===== src/rtl/muldiv_pkg.sv =====
// Shared encodings for the iterative multiply/divide unit: opcodes, FSM states
// and the iteration counter width helper.
package muldiv_pkg;

  typedef enum logic [1:0] {
    OP_MULT  = 2'b00,
    OP_MULTU = 2'b01,
    OP_DIV   = 2'b10,
    OP_DIVU  = 2'b11
  } op_e;

  typedef enum logic [1:0] {
    S_IDLE = 2'b00,
    S_RUN  = 2'b01,
    S_FIX  = 2'b10,
    S_DONE = 2'b11
  } state_e;

  function automatic int cnt_width(input int w);
    return $clog2(w + 1);
  endfunction

endpackage


===== src/rtl/muldiv_if.sv =====
// Request/response bundle between the CPU control path and the HI/LO unit.
interface muldiv_if
  import muldiv_pkg::*;
#(
  parameter int WIDTH = 32
);
  logic             start;
  op_e              op;
  logic [WIDTH-1:0] a;
  logic [WIDTH-1:0] b;
  logic             hi_wr;
  logic             lo_wr;
  logic [WIDTH-1:0] wdata;
  logic             busy;
  logic             done;
  logic             div_zero;
  logic [WIDTH-1:0] hi;
  logic [WIDTH-1:0] lo;

  modport master (
    output start, op, a, b, hi_wr, lo_wr, wdata,
    input  busy, done, div_zero, hi, lo
  );

  modport slave (
    input  start, op, a, b, hi_wr, lo_wr, wdata,
    output busy, done, div_zero, hi, lo
  );
endinterface


===== src/rtl/muldiv_unit_sign_mag_conv.sv =====
// Conditional two's-complement negate: yields |x| from a negative operand,
// or re-applies a sign to a magnitude.
module sign_mag_conv #(
  parameter int W = 32
) (
  input  logic [W-1:0] in_i,
  input  logic         neg_i,
  output logic [W-1:0] out_o
);
  assign out_o = neg_i ? (~in_i + W'(1)) : in_i;
endmodule


===== src/rtl/muldiv_unit.sv =====
// Iterative MULT/MULTU/DIV/DIVU engine owning HI/LO; one bit per cycle over
// operand magnitudes, with the sign fix-up and HI/LO write in a final FIX step.
module muldiv_unit
  import muldiv_pkg::*;
#(
  parameter int WIDTH = 32
) (
  input  logic     clk,
  input  logic     reset,
  muldiv_if.slave  bus
);
  localparam int CW = cnt_width(WIDTH);

  state_e               state_q, state_d;
  logic [CW-1:0]        cnt_q, cnt_d;
  logic [2*WIDTH-1:0]   acc_q, acc_d;
  logic [WIDTH-1:0]     opnd_q, opnd_d;
  logic [WIDTH-1:0]     hi_q, hi_d, lo_q, lo_d;
  logic                 is_div_q, is_div_d, sa_q, sa_d, sb_q, sb_d, dz_q, dz_d;

  logic                 sa_in, sb_in, dz_in;
  logic [WIDTH-1:0]     mag_a, mag_b, quo_fix, rem_fix;
  logic [2*WIDTH-1:0]   prod_fix;
  logic [WIDTH:0]       mul_sum, rem_shift, div_diff;

  // Signs only matter for the signed opcodes (op[0]==0).
  assign sa_in = ~bus.op[0] & bus.a[WIDTH-1];
  assign sb_in = ~bus.op[0] & bus.b[WIDTH-1];
  assign dz_in = bus.op[1] & (bus.b == '0);

  sign_mag_conv #(.W(WIDTH))   u_mag_a    (.in_i(bus.a), .neg_i(sa_in), .out_o(mag_a));
  sign_mag_conv #(.W(WIDTH))   u_mag_b    (.in_i(bus.b), .neg_i(sb_in), .out_o(mag_b));
  sign_mag_conv #(.W(2*WIDTH)) u_fix_prod (.in_i(acc_q), .neg_i(sa_q ^ sb_q), .out_o(prod_fix));
  sign_mag_conv #(.W(WIDTH))   u_fix_quo  (.in_i(acc_q[WIDTH-1:0]), .neg_i(sa_q ^ sb_q), .out_o(quo_fix));
  sign_mag_conv #(.W(WIDTH))   u_fix_rem  (.in_i(acc_q[2*WIDTH-1:WIDTH]), .neg_i(sa_q), .out_o(rem_fix));

  // Multiply: acc = {partial, multiplier}; divide: acc = {remainder, dividend/quotient}.
  assign mul_sum   = {1'b0, acc_q[2*WIDTH-1:WIDTH]} + (acc_q[0] ? {1'b0, opnd_q} : '0);
  assign rem_shift = {acc_q[2*WIDTH-1:WIDTH], acc_q[WIDTH-1]};
  assign div_diff  = rem_shift - {1'b0, opnd_q};

  always_comb begin
    state_d  = state_q;
    cnt_d    = cnt_q;
    acc_d    = acc_q;
    opnd_d   = opnd_q;
    hi_d     = hi_q;
    lo_d     = lo_q;
    is_div_d = is_div_q;
    sa_d     = sa_q;
    sb_d     = sb_q;
    dz_d     = dz_q;
    case (state_q)
      S_IDLE: begin
        if (bus.start) begin
          is_div_d = bus.op[1];
          sa_d     = sa_in;
          sb_d     = sb_in;
          dz_d     = dz_in;
          cnt_d    = CW'(WIDTH);
          opnd_d   = bus.op[1] ? mag_b : mag_a;
          acc_d    = {{WIDTH{1'b0}}, (bus.op[1] ? mag_a : mag_b)};
          state_d  = dz_in ? S_DONE : S_RUN;
        end else begin
          if (bus.hi_wr) hi_d = bus.wdata;
          if (bus.lo_wr) lo_d = bus.wdata;
        end
      end
      S_RUN: begin
        if (!is_div_q)
          acc_d = {mul_sum, acc_q[WIDTH-1:1]};
        else if (div_diff[WIDTH])
          acc_d = {rem_shift[WIDTH-1:0], acc_q[WIDTH-2:0], 1'b0};
        else
          acc_d = {div_diff[WIDTH-1:0], acc_q[WIDTH-2:0], 1'b1};
        cnt_d = cnt_q - CW'(1);
        if (cnt_q == CW'(1)) state_d = S_FIX;
      end
      S_FIX: begin
        if (is_div_q) begin
          hi_d = rem_fix;
          lo_d = quo_fix;
        end else begin
          {hi_d, lo_d} = prod_fix;
        end
        state_d = S_DONE;
      end
      default: state_d = S_IDLE;
    endcase
  end

  always_ff @(posedge clk or posedge reset) begin
    if (reset) begin
      state_q  <= S_IDLE;
      cnt_q    <= '0;
      acc_q    <= '0;
      opnd_q   <= '0;
      hi_q     <= '0;
      lo_q     <= '0;
      is_div_q <= 1'b0;
      sa_q     <= 1'b0;
      sb_q     <= 1'b0;
      dz_q     <= 1'b0;
    end else begin
      state_q  <= state_d;
      cnt_q    <= cnt_d;
      acc_q    <= acc_d;
      opnd_q   <= opnd_d;
      hi_q     <= hi_d;
      lo_q     <= lo_d;
      is_div_q <= is_div_d;
      sa_q     <= sa_d;
      sb_q     <= sb_d;
      dz_q     <= dz_d;
    end
  end

  assign bus.busy     = (state_q == S_RUN) || (state_q == S_FIX);
  assign bus.done     = (state_q == S_DONE);
  assign bus.div_zero = (state_q == S_DONE) && dz_q;
  assign bus.hi       = hi_q;
  assign bus.lo       = lo_q;

endmodule


===== src/flat_wrapper.sv =====
// flat-port wrapper written by rule: the top's interface ports become plain ports
module muldiv_unit_flat import muldiv_pkg::*;
#(
  parameter int WIDTH = 32
)
  (clk, reset, bus_start, bus_op, bus_a, bus_b, bus_hi_wr, bus_lo_wr, bus_wdata, bus_busy, bus_done, bus_div_zero, bus_hi, bus_lo);
  muldiv_if #(.WIDTH(WIDTH)) bus_i ();
  input  logic clk;
  input  logic reset;
  input wire logic [$bits(bus_i.start)-1:0] bus_start;
  input wire logic [$bits(bus_i.op)-1:0] bus_op;
  input wire logic [$bits(bus_i.a)-1:0] bus_a;
  input wire logic [$bits(bus_i.b)-1:0] bus_b;
  input wire logic [$bits(bus_i.hi_wr)-1:0] bus_hi_wr;
  input wire logic [$bits(bus_i.lo_wr)-1:0] bus_lo_wr;
  input wire logic [$bits(bus_i.wdata)-1:0] bus_wdata;
  output wire logic [$bits(bus_i.busy)-1:0] bus_busy;
  output wire logic [$bits(bus_i.done)-1:0] bus_done;
  output wire logic [$bits(bus_i.div_zero)-1:0] bus_div_zero;
  output wire logic [$bits(bus_i.hi)-1:0] bus_hi;
  output wire logic [$bits(bus_i.lo)-1:0] bus_lo;
  assign bus_i.start = bus_start;
  assign bus_i.op = bus_op;
  assign bus_i.a = bus_a;
  assign bus_i.b = bus_b;
  assign bus_i.hi_wr = bus_hi_wr;
  assign bus_i.lo_wr = bus_lo_wr;
  assign bus_i.wdata = bus_wdata;
  assign bus_busy = bus_i.busy;
  assign bus_done = bus_i.done;
  assign bus_div_zero = bus_i.div_zero;
  assign bus_hi = bus_i.hi;
  assign bus_lo = bus_i.lo;
  muldiv_unit #(.WIDTH(WIDTH)) u_core (.clk(clk), .reset(reset), .bus(bus_i));
endmodule

===== config.mk =====
export PLATFORM = sky130hd
export DESIGN_NAME = muldiv_unit_flat
export DESIGN_NICKNAME = d
export VERILOG_FILES = /design/src/rtl/muldiv_pkg.sv /design/src/rtl/muldiv_if.sv /design/src/rtl/muldiv_unit_sign_mag_conv.sv /design/src/rtl/muldiv_unit.sv /design/src/flat_wrapper.sv
export SDC_FILE = /design/constraint.sdc
export NUM_CORES = 1
export LEC_CHECK = 0
export CAP_MARGIN = 25
export CORE_MARGIN = 2
export CORE_UTILIZATION = 35
export DETAILED_ROUTE_END_ITERATION = 7
export SYNTH_ARGS = -nofsm -noshare
export SYNTH_HDL_FRONTEND = slang
export SYNTH_SLANG_ARGS = --single-unit

===== constraint.sdc =====
create_clock -name clk -period 12.8 [get_ports clk]
set_clock_uncertainty 0.2 [all_clocks]
set_input_delay 1.92 -clock clk [delete_from_list [all_inputs] [get_ports clk]]
set_output_delay 1.92 -clock clk [all_outputs]
set_load 0.01 [all_outputs]

==> metrics.md, run 1 <==
| Metric | Value |
|---|---|
| Status | `finished, final reports clean` |
| TritonRoute pass-1 iters | `5` |
| Total GRT Usage | `approximately 25%` |
| Antenna Cells | `0` |
| Clock sink count | `roughly 170` |
| Unique masters post-synth | `between 70 and 80` |
| Area leader, netlist | `dfrtp_1` |
| Chip height | `between 200 and 250 µm` |
| Worst-path clk slew | `~0.080 ns` |
| Fin. Hold Viols | `0` |
| Arr. time, crit path | `5.27 ns` |
| Power Total | `roughly 5200 µW` |
| Final HPWL DP | `44.1 mm` |
| Critical path fanouts, max | `4` |
| Critical R2R Launch | `u_core.acc_q[0]` |
| Hold buffer count at cts | `0` |
| Leak Pwr | `0.00745 µW` |
| DR WL/cell | `21.4 µm` |
| Post-synth top area share | `~28%` |
| Final period utilization | `40.1%` |
| First-pass GRT wire length | `87.1 mm` |
| Antenna violations before repair | `1` |
| Slew headroom | `about 33%` |
| Worst endpoint required time | `about 13 ns` |
| Post-synthesis sequential area ratio | `between 20% and 30%` |
| Final TNS setup | `0 ns` |
| Worst hold start | `u_core.bus.hi[31]` |
| Starting Density | `between 30% and 40%` |
| I/O pin total | `170` |
| CP Class | `primary input to register` |
| Mapped Area | `15400 µm²` |
| Number of buffers created by CTS | `17` |
| Setup WS pre-CTS | `about 7.3 ns` |
| Total Wirelength | `between 50 and 60 mm` |
| Final Util | `between 40% and 50%` |
| CTS tree | `built` |
| Drt drc | `0` |
| DR vias/cell | `~5.8` |
| Hold crit path type | `register to register` |
| Crit-path cells | `clkdlybuf4s50_1 > or4_1 > nor4_1 > nand4_1 > or3b_2 > o31ai_1 > xor2_1 > a21oi_1 > a211o_1` |
| Number of synthesized register bits | `approximately 170` |
| Fin crit period | `5.13 ns` |
| Die footprint | `45700 µm²` |
| Core box area | `approximately 43000 µm²` |
| Worst Max-Slew Pin Slew | `around 0.97 ns` |
| CP Capture Type | `register` |
| CTS max path bufs | `2` |
| Core Rows | `76` |
| Syn_nets | `about 2200` |
| RSZ-0062 raised after global routing | `false` |
| I/O Buffers | `roughly 170` |
| Setup repair bufs after CTS | `0` |
| H-Tree Depth | `4` |
| Syn Inst Count | `1981` |
| Layout area overhead | `17.9%` |
| CP peak stage delay | `just under 0.6 ns` |
| Slew Viols, Final | `0` |
| Syn. warnings | `0` |
| # resized after CTS | `0` |
| Peak Freq | `0.195 GHz` |
| Final nets | `about 2200` |
| Worst skew pair latency | `~0.45 ns` |
| Final setup fails | `0` |
| Slowest-stage cell, CP | `or4_1` |
| Syn_area_per_cell | `7.78 µm²` |
| Fin Hold WS | `0.281 ns` |
| Max IR drop VDD | `around 0.15 mV` |
| Crit path max-delay family | `simple AND/OR/NAND/NOR gates` |
| Vias in the first global route | `14600` |
| Most frequent cells in the layout | `nor2_1 (227), o21ai_0 (191), a21oi_1 (180)` |
| PwrDens | `between 200 and 300 nW/µm²` |
| CP Launch Type | `primary input` |
| Vias | `15300` |
| Initial drt markers | `1504` |
| Clock root buffer | `clkbuf_16` |
| Share of layout cells above drive strength 1 | `5.29%` |
| Post-synth EDFFs | `0` |
| Most common cell after layout, fill and taps aside | `nor2_1` |
| Top cells by area, synth | `dfrtp_1 (28%), o21ai_0 (6.2%), ha_1 (6.1%)` |
| Worst setup path startpoint | `bus_a[10]` |
| Leading register cell type out of synthesis | `dfrtp_1` |
| DRT antenna net count | `0` |
| Post-synth ARST share | `100%` |
| Max Cap Viol | `0` |
| Routability cong. | `between 0.9 and 1` |
| Worst Slack Setup Final | `around 7.7 ns` |
| Grt total ovfl | `0` |
| Crit path buf inv count | `1` |
| DIE WIDTH | `between 200 and 250 µm` |
| Largest net degree at the start of global routing | `approximately 110` |
## state kept, by name, indices dropped and copies added (netlist names)
| signal | count |
|---|---|
| u_core.bus.hi | 32 |
| u_core.acc_q | 64 |
| u_core.state_q | 2 |
| u_core.opnd_q | 32 |
| u_core.is_div_q | 1 |
| u_core.bus.lo | 32 |
| u_core.sa_q | 1 |
| u_core.dz_q | 1 |
| u_core.cnt_q | 6 |
| u_core.sb_q | 1 |
## Yosys cell counts, types with 8 or more instances
cell type,count
a221o_1,9
o211ai_1,15
nor3_1,42
nor2_1,227
xnor2_1,88
a21oi_1,182
a211oi_1,50
clkbuf_1,101
mux2_2,25
o21ai_0,191
ha_1,75
xor2_1,82
or3_1,31
or2_2,9
o221ai_1,8
nand2_1,173
a31oi_1,19
o31ai_1,24
or4_1,8
and2_1,10
nand3_1,25
inv_1,78
nor2b_1,17
nand2b_1,13
and3_1,9
nor4_1,20
a21o_1,48
nand4_1,13
o41ai_1,17
o21a_1,10
a221oi_1,12
dfrtp_1,172
nor3b_1,11
mux2i_1,43
o21bai_1,8
a22oi_1,19
## power breakdown
group | internal (µW) | leakage, µW | switching (µW)
logic | 1420 | 0.00505 | 2060
clock network | 307 | 0.000303 | 258
registers | 801 | 0.00210 | 363
## path summary, 6_finish.rpt
check | cells after the start | endpoint | slack, ns
worst max-delay path | 9 | u_core.acc_q[27] | 7.67
worst max register to register | 12 | u_core.acc_q[62] | 8.18
min in group asynchronous | 2 | u_core.bus.lo[7] | 1.63
worst min register to register | 1 | u_core.bus.hi[31] | 0.28
worst min-delay path | 1 | u_core.bus.hi[31] | 0.28
max in group asynchronous | 3 | u_core.acc_q[53] | 9.49
## through the flow
stage,cell area [µm²],instances
after floorplan,15400,1981
after global placement,17500,2632
after detailed placement,17500,2633
after CTS,18100,2665
after global routing,18200,2666
final,18200,2666
## layout make-up
type | instances | area, µm²
clock buffer | 19 | 453
clock inverter | 13 | 170
fill | 4449 | 25100
inverter | 79 | 302
multi-input combinational | 1609 | 10300
sequential | 172 | 4310
tap | 585 | 732
timing repair buffer | 189 | 1860
## layer usage
metal	GRT usage (%)	vias to the layer above	wire (µm)
met5	0	-	9
met4	9.43	2	2120
met3	3.69	87	4000
met2	39.5	585	25000
met1	34.8	7333	25900
li1	-	7336	-
## kinds of logic after synthesis
group                    Yosys count  share of synthesized area [%]
buffers and inverters            200                           5.30
multiplexers                      69                           4.77
XOR/XNOR                         170                           9.66
adder cells (fa/ha/maj)           77                           6.35
AO/OA/AOI/OAI                    659                           26.7
flip-flops                       172                           27.9
AND/OR/NAND/NOR                  634                           19.3
No activity file was read; power rests on OpenSTA's default activity.
==> inputs of run 2 (changes only) <==
==> constraint.sdc (replaced) <==
create_clock -name clk -period 5.2 [get_ports clk]
set_clock_uncertainty 0.2 [all_clocks]
set_input_delay 0.78 -clock clk [delete_from_list [all_inputs] [get_ports clk]]
set_output_delay 0.78 -clock clk [all_outputs]
set_load 0.01 [all_outputs]
==> run 2 against run 1 <==
Non-clock buffer count up 8. Combinational power is 150% higher. Die area did not move. First-iteration DRC count up 6.4%. Clock power grew 130%. Wire length decreased by 1.7%. Sequential share of layout area hardly changed. Sequential cell count stayed put. Final cell count grew 0.30%. Worst setup slack worse by 6.8 ns. Utilization barely moved. Sequential power increased by 140%.
==> metrics.md, run 2 (synthesized netlist as in run 1, its figures left out) <==
| Metric | Value |
|---|---|
| DRT antenna net count | `0 (unchanged)` |
| Arr. time, crit path | `4.42 ns (-0.85 ns)` |
| Worst r2r path cells | `12 (unchanged)` |
| Routability cong. | `0.950 (-0.39%)` |
| TritonRoute pass-1 iters | `7 (+2)` |
| Worst setup path startpoint | `u_core.acc_q[0]` |
| Grt total ovfl | `0 (unchanged)` |
| Number of buffers created by CTS | `17 (unchanged)` |
| Fillers | `4417 (-0.72%)` |
| Setup repair bufs after CTS | `0 (unchanged)` |
| Hold buffer count at cts | `0 (unchanged)` |
| CP Capture Type | `register` |
| CP endpoint | `u_core.acc_q[60]` |
| Final nets | `2256 (+0.36%)` |
| Drt drc | `0 (unchanged)` |
| Fin crit period | `4.29 ns` |
| Register area | `4310 µm² (unchanged)` |
| Worst endpoint required time | `5.34 ns (-7.60 ns)` |
| I/O pin total | `170 (unchanged)` |
| CTS tree | `built` |
| CTS max path bufs | `2 (unchanged)` |
| Vias | `15400 (+0.072%)` |
| Biggest register | `u_core.acc_q` |
| CP Launch Type | `register` |
| Final setup fails | `0 (unchanged)` |
| Total GRT Usage | `24.3% (-0.75 points)` |
| Most frequent cells in the layout | `nor2_1 (227), o21ai_0 (191), a21oi_1 (180)` |
| Vias in the first global route | `14500 (-0.95%)` |
| Total Wirelength | `56.0 mm (-1.7%)` |
| Worst-path clk slew | `0.08 ns (about the same)` |
| Fin. Hold Viols | `0 (unchanged)` |
| DR WL/cell | `20.9 µm (-2.0%)` |
| DR vias/cell | `5.74 (-0.23%)` |
| Clock sink count | `172 (unchanged)` |
| Final period utilization | `82.4%` |
| Final TNS setup | `0 ns (unchanged)` |
| Largest net degree at the start of global routing | `173 (+62%)` |
| Initial drt markers | `1600 (+6.4%)` |
| Core box area | `43300 µm² (unchanged)` |
| Most common cell after layout, fill and taps aside | `nor2_1` |
| R2r setup slk | `0.91 ns (-7.27 ns)` |
| First-pass GRT wire length | `84.9 mm (-2.6%)` |
| Slew headroom | `29.8% (-3.7 points)` |
| Worst skew pair latency | `0.45 ns (about the same)` |
| Critical path fanouts, max | `13 (+9)` |
| Layout area overhead | `17.9% (about the same)` |
| Final HPWL DP | `43.7 mm (-0.95%)` |
| Final Util | `42.0% (about the same)` |
| Max IR drop VDD | `0.464 mV (+210%)` |
| Slew Viols, Final | `0 (unchanged)` |
| Max FFs per register | `64 (unchanged)` |
| H-Tree Depth | `4 (unchanged)` |
| Max Cap Viol | `0 (unchanged)` |
| I/O Buffers | `169 (unchanged)` |
| Starting Density | `35.6% (unchanged)` |
| Chip height | `214 µm (unchanged)` |
| Leak Pwr | `0.00746 µW (about the same)` |
| Peak Freq | `0.233 GHz` |
| Multi-input logic area | `10300 µm² (unchanged)` |
| Clock root buffer | `clkbuf_16` |
| Worst hold stages | `2 (+1)` |
| Critical R2R Launch | `u_core.acc_q[0]` |
| Status | `finished, final reports clean` |
| Antenna Cells | `0 (unchanged)` |
| RSZ-0062 raised after global routing | `false` |
| Die footprint | `45700 µm² (unchanged)` |
| CP Class | `register to register` |
| Hold crit path type | `register to register` |
| DIE WIDTH | `214 µm (unchanged)` |
| Worst Max-Slew Pin Slew | `1.04 ns (+0.0660 ns)` |
| Share of layout cells above drive strength 1 | `5.60% (+0.31 points)` |
| PwrDens | `704 nW/µm² (+150%)` |
| # resized after CTS | `0 (unchanged)` |
| RR Endpoint | `u_core.acc_q[60]` |
| Core Rows | `76 (unchanged)` |
| Antenna violations before repair | `0 (-1)` |
-- run 2: cell count changes in the layout (fill, tap and decap cells not counted), moves of 2 or more --
cell,delta
bufinv_16,-2
inv_8,+2
clkbuf_8,-2
buf_4,+9
clkinv_4,+3
-- run 2: power by group --
group | total (µW) | internal [µW] | switching (µW)
Clock | 1290 | 644 | 650
Sequential | 2830 | 1970 | 857
Combinational | 8660 | 3520 | 5130
Total | 12800 | 6140 | 6640
-- run 2: layer usage --
metal	vias up	share of wire (%)	global-route usage, %
met5	-	0	0
met4	0	2.6	7.66
met3	54	6.6	3.02
met2	553	44	38.4
met1	7384	46	34.6
li1	7363	-	-
-- run 2: worst min-delay path by stage --
| stage | from | endpoint |
|---|---|---|
| floorplan | u_core.opnd_q[4] | u_core.opnd_q[4] |
| global placement | u_core.bus.lo[26] | u_core.bus.lo[26] |
| detailed placement | u_core.bus.lo[8] | u_core.bus.lo[8] |
| CTS | u_core.bus.lo[8] | u_core.bus.lo[8] |
| global route | u_core.bus.lo[10] | u_core.bus.lo[10] |
| finish | u_core.bus.lo[16] | u_core.bus.lo[16] |
-- run 2: cell type report --
cell class / instances / share of cell area (%)
Tap cell: 585 / 4.03
Clock inverter: 14 / 0.806
Timing Repair Buffer: 197 / 10.5
Multi-Input combinational cell: 1609 / 56.9
Inverter: 79 / 1.65
Sequential cell: 172 / 23.7
Clock buffer: 18 / 2.36
-- run 2: per-stage QoR --
stage / worst slack, ns / power (µW) / area (µm²) / instances / hold slack (ns)
final: 0.913 / 12800 / 18200 / 2674 / 0.278
after global routing: 0.536 / 13700 / 18200 / 2674 / 0.293
after CTS: 0.971 / 12700 / 18200 / 2674 / 0.284
after detailed placement: 0.888 / 11300 / 17600 / 2642 / 0.267
after global placement: 0.930 / 11200 / 17600 / 2642 / 0.262
after floorplan: 1.46 / 8550 / 15400 / 1981 / 0.249
-- run 2: worst max-delay path, stage by stage, from the launching register on --
cell	delay, ns
dfrtp_1	0.47
inv_1	0.40
nor2_1	0.12
ha_1	0.38
and3_1	0.22
a2111oi_0	0.51
nor2_1	0.12
or3b_2	0.53
a21oi_1	0.27
o21ai_0	0.27
a31oi_1	0.27
xnor2_1	0.08
a221o_1	0.31
